File: src/rtl/irq_pkg.sv
// Shared constants and types for the interrupt controller: control-register
// addresses, FSM state encoding and default sizing.
package irq_pkg;

    localparam int NUM_IRQ_DEFAULT = 8;
    localparam int ID_W_DEFAULT    = 3;
    localparam int TMR_W_DEFAULT   = 16;
    localparam int CR_W            = 16;

    // Control-register window
    localparam logic [1:0] CR_PEND   = 2'd0;
    localparam logic [1:0] CR_MASK   = 2'd1;
    localparam logic [1:0] CR_PERIOD = 2'd2;
    localparam logic [1:0] CR_STATUS = 2'd3;

    // Request handshake state
    typedef enum logic [1:0] {
        IDLE    = 2'd0,
        REQ     = 2'd1,
        SERVICE = 2'd2
    } state_t;

endpackage

File: src/rtl/irq_timer.sv
// Periodic timer for interrupt line 0. A load writes both the period and the
// running count; with a zero period the counter is frozen. The tick is asserted
// during the cycle in which count==1, so the pending bit is set on the same
// edge that reloads the count: one tick every PERIOD cycles after the load.
module irq_timer
    import irq_pkg::*;
#(
    parameter int TMR_W = TMR_W_DEFAULT
) (
    input  logic             clk,
    input  logic             reset,
    input  logic             load,
    input  logic [TMR_W-1:0] load_value,
    output logic [TMR_W-1:0] period,
    output logic             tick
);

    logic [TMR_W-1:0] count;

    assign tick = (period != '0) && (count == TMR_W'(1));

    // Period/count registers: load on write, else count down and reload on tick
    always_ff @(posedge clk) begin
        // NOTE: state registers use non-blocking assignments so every flop samples
        // pre-edge values; blocking here would make ordering between blocks matter.
        if (reset) begin
            period <= '0;
            count  <= '0;
        end else if (load) begin
            period <= load_value;
            count  <= load_value;
        end else if (period != '0) begin
            if (tick) begin
                count <= period;
            end else begin
                count <= count - TMR_W'(1);
            end
        end
    end

endmodule

File: src/rtl/irq_ctrl.sv
// Interrupt controller in front of the CPU interrupt logic. Rising edges on
// device lines and timer ticks set pending bits; the lowest-index pending,
// unmasked line is presented to the CPU through a req/ack/done handshake.
// Lines are serviced one at a time with no preemption.
module irq_ctrl
    import irq_pkg::*;
#(
    parameter int NUM_IRQ = NUM_IRQ_DEFAULT,
    parameter int ID_W    = ID_W_DEFAULT,
    parameter int TMR_W   = TMR_W_DEFAULT
) (
    input  logic               clk,
    input  logic               reset,
    input  logic [NUM_IRQ-2:0] dev_irq,
    input  logic               int_en,
    output logic               int_req,
    output logic [ID_W-1:0]    int_id,
    input  logic               int_ack,
    input  logic               int_done,
    input  logic               cr_we,
    input  logic [1:0]         cr_addr,
    input  logic [CR_W-1:0]    cr_wdata,
    output logic [CR_W-1:0]    cr_rdata
);

    state_t             state;
    logic               in_service;
    logic [NUM_IRQ-1:0] pend;
    logic [NUM_IRQ-1:0] mask;
    logic [NUM_IRQ-2:0] dev_prev;
    logic [TMR_W-1:0]   period;
    logic               tick;

    logic               wr_pend;
    logic               wr_mask;
    logic               wr_period;
    logic               ack_taken;
    logic [NUM_IRQ-1:0] pend_set;
    logic [NUM_IRQ-1:0] pend_clr;
    logic [NUM_IRQ-1:0] active;
    logic               any_active;
    logic [ID_W-1:0]    first_id;
    logic [CR_W-1:0]    status;

    assign wr_pend   = cr_we && (cr_addr == CR_PEND);
    assign wr_mask   = cr_we && (cr_addr == CR_MASK);
    assign wr_period = cr_we && (cr_addr == CR_PERIOD);
    assign ack_taken = (state == REQ) && int_ack;

    irq_timer #(
        .TMR_W (TMR_W)
    ) u_timer (
        .clk        (clk),
        .reset      (reset),
        .load       (wr_period),
        .load_value (cr_wdata[TMR_W-1:0]),
        .period     (period),
        .tick       (tick)
    );

    // Sources that set or clear pending bits this cycle; sets win over clears
    assign pend_set = {dev_irq & ~dev_prev, tick};
    assign pend_clr = (wr_pend ? cr_wdata[NUM_IRQ-1:0] : '0)
                    | (ack_taken ? (NUM_IRQ'(1) << int_id) : '0);

    assign active     = pend & mask;
    assign any_active = |active;

    // Priority encoder: lowest-index active line wins
    always_comb begin
        // NOTE: default assignment before the loop keeps this purely combinational;
        // leaving first_id unassigned on some path would infer a latch.
        first_id = '0;
        for (int i = NUM_IRQ - 1; i >= 0; i--) begin
            if (active[i]) begin
                first_id = ID_W'(i);
            end
        end
    end

    // Pending, mask and edge-detect history registers
    always_ff @(posedge clk) begin
        if (reset) begin
            pend     <= '0;
            mask     <= '0;
            dev_prev <= '1;
        end else begin
            pend     <= (pend & ~pend_clr) | pend_set;
            dev_prev <= dev_irq;
            if (wr_mask) begin
                mask <= cr_wdata[NUM_IRQ-1:0];
            end
        end
    end

    // Request handshake FSM with registered int_req/int_id/in_service
    always_ff @(posedge clk) begin
        if (reset) begin
            state      <= IDLE;
            int_req    <= 1'b0;
            int_id     <= '0;
            in_service <= 1'b0;
        end else begin
            case (state)
                IDLE: begin
                    if (int_en && any_active) begin
                        int_id  <= first_id;
                        int_req <= 1'b1;
                        state   <= REQ;
                    end
                end
                REQ: begin
                    if (int_ack) begin
                        int_req    <= 1'b0;
                        in_service <= 1'b1;
                        state      <= SERVICE;
                    end else if (!int_en || !mask[int_id]) begin
                        int_req <= 1'b0;
                        state   <= IDLE;
                    end
                end
                SERVICE: begin
                    if (int_done) begin
                        in_service <= 1'b0;
                        state      <= IDLE;
                    end
                end
                default: begin
                    int_req    <= 1'b0;
                    in_service <= 1'b0;
                    state      <= IDLE;
                end
            endcase
        end
    end

    assign status = CR_W'(int_id) | {in_service, int_req, {(CR_W - 2){1'b0}}};

    // Control-register read mux
    always_comb begin
        cr_rdata = '0;
        case (cr_addr)
            CR_PEND:   cr_rdata = CR_W'(pend);
            CR_MASK:   cr_rdata = CR_W'(mask);
            CR_PERIOD: cr_rdata = CR_W'(period);
            CR_STATUS: cr_rdata = status;
            default:   cr_rdata = '0;
        endcase
    end

endmodule

File: config.mk
export PLATFORM = sky130hd
export DESIGN_NAME = irq_ctrl
export DESIGN_NICKNAME = d
export VERILOG_FILES = /design/src/rtl/irq_pkg.sv /design/src/rtl/irq_timer.sv /design/src/rtl/irq_ctrl.sv
export SDC_FILE = /design/constraint.sdc
export NUM_CORES = 1
export LEC_CHECK = 0
export BUFFER_PORTS_ARGS = -buffer_cell sky130_fd_sc_hd__buf_4
export CAP_MARGIN = 0
export CORE_ASPECT_RATIO = 0.5
export CORE_MARGIN = 5
export CORE_UTILIZATION = 35
export CTS_CLUSTER_DIAMETER = 50
export DETAILED_ROUTE_END_ITERATION = 10
export GPL_ROUTABILITY_DRIVEN = 0
export GPL_TIMING_DRIVEN = 0
export PLACE_DENSITY_LB_ADDON = 0.1
export SETUP_SLACK_MARGIN = 0.05
export SLEW_MARGIN = 20
export SYNTH_ARGS = -nofsm -noshare
export SYNTH_HDL_FRONTEND = slang
export SYNTH_HIERARCHICAL = 1
export SYNTH_SLANG_ARGS = --single-unit
File: constraint.sdc
create_clock -name clk -period 1.8 [get_ports clk]
set_clock_uncertainty 0.1 [all_clocks]
set_input_delay 0.27 -clock clk [delete_from_list [all_inputs] [get_ports clk]]
set_output_delay 0.27 -clock clk [all_outputs]
set_load 0.01 [all_outputs]
* Word level (Yosys, flattened, before mapping)
Index checks and enable logic that the tools add are counted.
** Storage, ports and cells
- Flip-flop bits (word level) :: 62
- Input bits :: 31
- Output and inout port bits :: 20
- Logic and storage cells :: 78
** Operators by class
- Add/sub/neg operators :: 1
- Magnitude comparators :: 1
- Equal/unequal tests :: 10
- Shift-type cells :: 1
- Mux-type cells :: 28
- Bitwise operators :: 10
- Reduce and logical (&&, ||, !) cells :: 18
** Operators with widths (number)
- one-hot mux 16 bit (4 select lines) :: 1
- two-way mux 16 bit :: 3
- two-way mux 3 bit :: 8
- AND 8 bit :: 2
- == test 16 x 1 -> 1 bit (second input constant) :: 1
- two-way mux 8 bit :: 2
- OR 3 x 16 -> 16 bit :: 1
- OR 8 bit :: 2
- nonzero test 16 bit :: 1
- subtractor 16 x 1 -> 16 bit (second input constant) :: 1
- AND reduction 3 bit :: 3
- two-way mux 2 bit :: 4
- inverter 8 bit :: 1
- OR reduction 8 bit :: 1
- << shifter 1 x 3 -> 8 bit (first input constant) :: 1
- AND 7 bit :: 1
- inverter 7 bit :: 1
- == test 2 bit (second input constant) :: 3
- logical AND 1 bit :: 6
- two-way mux 1 bit :: 6
- != test 2 bit (second input constant) :: 3
- one-hot mux 1 bit (3 select lines) :: 2
- one-hot mux 2 bit (3 select lines) :: 1
- == test 2 x 1 -> 1 bit (second input constant) :: 2
- 9 further kinds :: 12

* Logic depth before layout (Yosys ltp)
- Word-level depth :: 9
- Depth in mapped cells :: 9

* Cells and area by module
The synthesis kept the hierarchy.
** Modules (own cells, without submodules)
- irq_timer :: times used 1, cells an instance 215, area each 1848.0 um^2, seq. area each 640.6 um^2
- irq_ctrl :: times used 1, cells an instance 172, area each 1599.0 um^2, seq. area each 600.6 um^2

* Worst setup path after synthesis
Ideal clock, no wire load.
- Path kind :: reg-to-reg
- Start point :: register u_timer.count[3]
- End point :: register u_timer.count[11]
- Setup time :: 134 ps
- Arrival :: 1707 ps
- Required time :: 1566 ps
- Slack :: -141 ps
- Stages on the path, launching flop included :: 9
- Path buffers :: 3
- Clock period less this slack :: 1941 ps
- Cells stage by stage :: dfxtp_1 buf_6 nor4_4 nand4_4 buf_6 buf_6 a2bb2oi_1 o221ai_1 o21ai_1
** On the way
- Cells in the longest elaborated chain, start to end :: 5
** RTL lines
- from (decl) :: line irq_timer.sv:18 : logic [TMR_W-1:0] count;
- from (signal assigned) :: line irq_timer.sv:31 : count <= load_value;
- from (signal assigned) :: line irq_timer.sv:34 : count <= period;
- from (signal assigned) :: line irq_timer.sv:36 : count <= count - TMR_W'(1);
- parallel branches: the longest is 2 deep, another holds subtractor 16 x 1 -> 16 bit
- two-way mux 16 bit * :: line irq_timer.sv:33 : if (tick) begin
- two-way mux 16 bit * :: line irq_timer.sv:32 : end else if (period != '0) begin
- two-way mux 16 bit * :: line irq_timer.sv:29 : end else if (load) begin
Every way passes the cells marked *. The select of a mux whose other input is x is not followed.
A chain may end at the register's enable or synchronous reset.

* Worst setup path in the final report
- Start point :: register u_timer.count[8]
- End point :: register u_timer.count[11]
The elaborated chain is that of the path after synthesis.

==> results.cfg <==
[clock_network]
cts_buffers = 9
clockBufferDepth = 2
cts_root_buf = clkbuf_16
tritoncts = done
clock_latency_ns = 0.34
path_clk_slew_ns = 0.06
htree_levels = 3
clkSinkCount = 62

[grt]
met1_usage_pct = 24.80
met2_usage_pct = 29.30
grt_pass1_wl_um = 16950
grt_start_max_net_pins = 12
grt_overflow = 0
grt_pass1_vias = 3076
grt.busiest_layer = met2
antenna_found_initial = 0
grt_util_all_layers_pct = 18.47
use_met3_pct = 5.242

[drt]
wl_per_cell_um = 17.71
drtAntennaViolNets = 0
drt_first_pass_iters = 4
viasPerCell = 5.190
routed_wl_um = 10890
vias = 3192
drtIter0Drc = 251
drc_errors = 0

[timing]
relSlewSlack_pct = 49.90
setup_tns_ns = -0.4081
tightestPinTransition_ns = 0.7514
post-route-period-util_pct = 103.7
setup_viol = 13
fin_ws_ns = -0.06736
period_needed_ns = 1.867
fmax_ghz = 0.5355
rsz0062_at_grt = yes
finalMaxSlewViolations = 0
hold_violations = 0

[floorplanning]
die_h_um = 80.18
start_util_pct = 36.25
io_pins = 51
core_area_um2 = 9509
dieArea_um2 = 12050
fp.dieW_um = 150.3
num_rows = 25

[power]
power_leakage_nw = 1.931
vdd_drop_max_mv = 0.5606
power.density_nw_per_um2 = 1085
total_power_mw = 5.215

[synthesis]
avgSynthCellArea_um2 = 8.907
synth_nets = 420
netlist_area_um2 = 3447
ys.flop_type = dfxtp_1
synth_async_sr_flop_share_pct = 0
ys_seq_elements = 62
synthCells = 387
yosysWarnings = 6
yosysUniqueCellTypes = 63
synth_edf_count = 0
yosysSeqAreaShare_pct = 36.01

[placement]
placed_cells = 572
pre_cts_slack_ns = -0.6528
hpwl_um = 7442
io_buffers = 50

[outcome]
violations = setup timing
outcome = finished with violations

[critical_path]
end_kind = flip-flop
crit_fanout = 8
critPathRequiredTime_ns = 1.90
path_cells = nor4_4 > buf_4 > nand4_4 > buf_8 > buf_12 > a2bb2oi_2 > o221ai_1 > o21ai_1
arrival_ns = 1.96
start_kind = flip-flop
criticalPathCategory = reg2reg
slowest_stage = dfxtp_1
max_stage_delay_ns = 0.36

[flow_run]
max_cap_violations = 0

[cells_and_area]
num-nets-final = 508
finalNonFillerCells = 615
area.growth.synth_to_final_pct = 39.46
n_antenna_cell = 0
drive_gt1_share_pct = 37.92

[hold_path]
hp-class = in2reg
synthesized netlist by cell type, drive strengths merged, types with 2 or more instances:
master	number	share of area [%]
nor3b	3	0.80
or2	9	1.6
a22o	6	1.5
or3	5	0.91
xor2	4	1.0
ha	2	0.73
nand2	34	3.8
and2	8	1.5
buf	11	2.4
nand4	4	1.2
mux2	2	0.65
nor2	31	3.4
a21o	3	0.65
nor4	7	2.1
clkbuf	13	1.4
nand3b	5	1.1
nand4b	2	0.51
a32o	2	0.58
dfxtp	62	36
o31ai	4	0.87
mux4	5	3.6
a31oi	3	0.54
inv	13	1.4
a21oi	28	4.2
o21ai	16	2.3
nor2b	5	0.91
mux2i	25	7.3
o221ai	2	0.51
nand2b	18	3.3
nand3	6	0.87
a22oi	2	0.44
a211oi	6	1.5
a2bb2oi	3	0.76
a221oi	8	3.1
o211ai	8	1.7
nor3	9	1.5
registers in the layout, indices dropped and copies added, names as in the netlist:
register        flops
mask                8
int_req             1
u_timer/count      16
state               2
int_id              3
pend                8
u_timer/period     16
in_service          1
dev_prev            7
path summary, 6_finish.rpt:
kind         slack [ns]        startpoint           endpoint  depth (start not counted)
min                0.03        dev_irq[2]        dev_prev[2]                          2
min reg2reg        0.39       dev_prev[1]            pend[2]                          2
max               -0.07  u_timer/count[8]  u_timer/count[11]                          8
max reg2reg       -0.07  u_timer/count[8]  u_timer/count[11]                          8
cells in the final DEF (no fill, tap or decap), types with 6 or more instances in the layout:
master | Yosys | routed
nor4_4 | 1 | 7
clkbuf_16 | 0 | 9
a21oi_1 | 27 | 25
o211ai_1 | 8 | 8
a22o_1 | 6 | 6
inv_1 | 13 | 12
buf_6 | 5 | 7
clkbuf_1 | 13 | 6
buf_4 | 0 | 76
and2_1 | 7 | 7
dfxtp_2 | 0 | 16
o21ai_0 | 10 | 9
a221oi_2 | 6 | 7
or2_2 | 9 | 9
dfxtp_1 | 62 | 42
o21ai_1 | 6 | 7
nor2_1 | 31 | 29
nand2b_1 | 18 | 18
mux2i_1 | 25 | 25
nand2_1 | 32 | 32
nor3_1 | 8 | 7
cell families (layout without fill, tap and decap cells):
logic type | Yosys count | count (layout) | share of synthesized area, %
multiplexers | 32 | 32 | 11.51
AO/OA/AOI/OAI | 98 | 98 | 20.62
XOR/XNOR | 4 | 4 | 1.016
adder cells (fa/ha/maj) | 2 | 2 | 0.7258
buffers and inverters | 37 | 130 | 5.227
AND/OR/NAND/NOR | 152 | 152 | 24.90
flip-flops | 62 | 62 | 36.01
worst max-delay path: cells and delay by family (launching register included):
family,cells,cell delay (ns)
buffers and inverters,3,0.50
AOI/OAI and AO/OA,3,0.38
DFF,1,0.36
and+or+nand+nor,2,0.39
final cells by class:
class	instances	area (um^2)
multi-input combinational	288	2208
timing repair buffer	78	613.1
clock inverter	6	85.08
fill	922	4702
inverter	13	48.80
sequential	62	1276
buffer	23	167.7
clock buffer	10	239.0
tap	135	168.9
routing by layer:
layer	wire, um	vias to the layer above	share of wire [%]
li1	-	1596	-
met1	5376	1507	49
met2	4840	69	44
met3	534	20	4.9
met4	138	0	1.3
met5	0	-	0
stage by stage:
| step | utilization [%] | area (um^2) | hold WS (ns) |
|---|---|---|---|
| after floorplan | - | 3498 | 0.2766 |
| after global placement | 42.51 | 4043 | 0.3696 |
| after detailed placement | 42.51 | 4043 | 0.3729 |
| after CTS | 49.39 | 4697 | 0.01983 |
| after global routing | 50.55 | 4807 | 0.02064 |
| final | 50.55 | 4807 | 0.02856 |
power by group:
group          internal, mW  switching [mW]
clock                  1.24           0.656
sequential             1.51           0.203
combinational         0.837           0.767
what timing repair did:
| action | in CTS | in global routing |
|---|---|---|
| gates resized for setup | 49 | 21 |
| setup buffers | 21 | 7 |
| setup endpoints to repair | 41 | 32 |
| endpoints found under the hold margin | 0 | 0 |
| pin swaps | 21 | 12 |
| hold buffers | 0 | 0 |
| cloned | 1 | 0 |
Note: power is estimated with default switching activity, not from simulation.
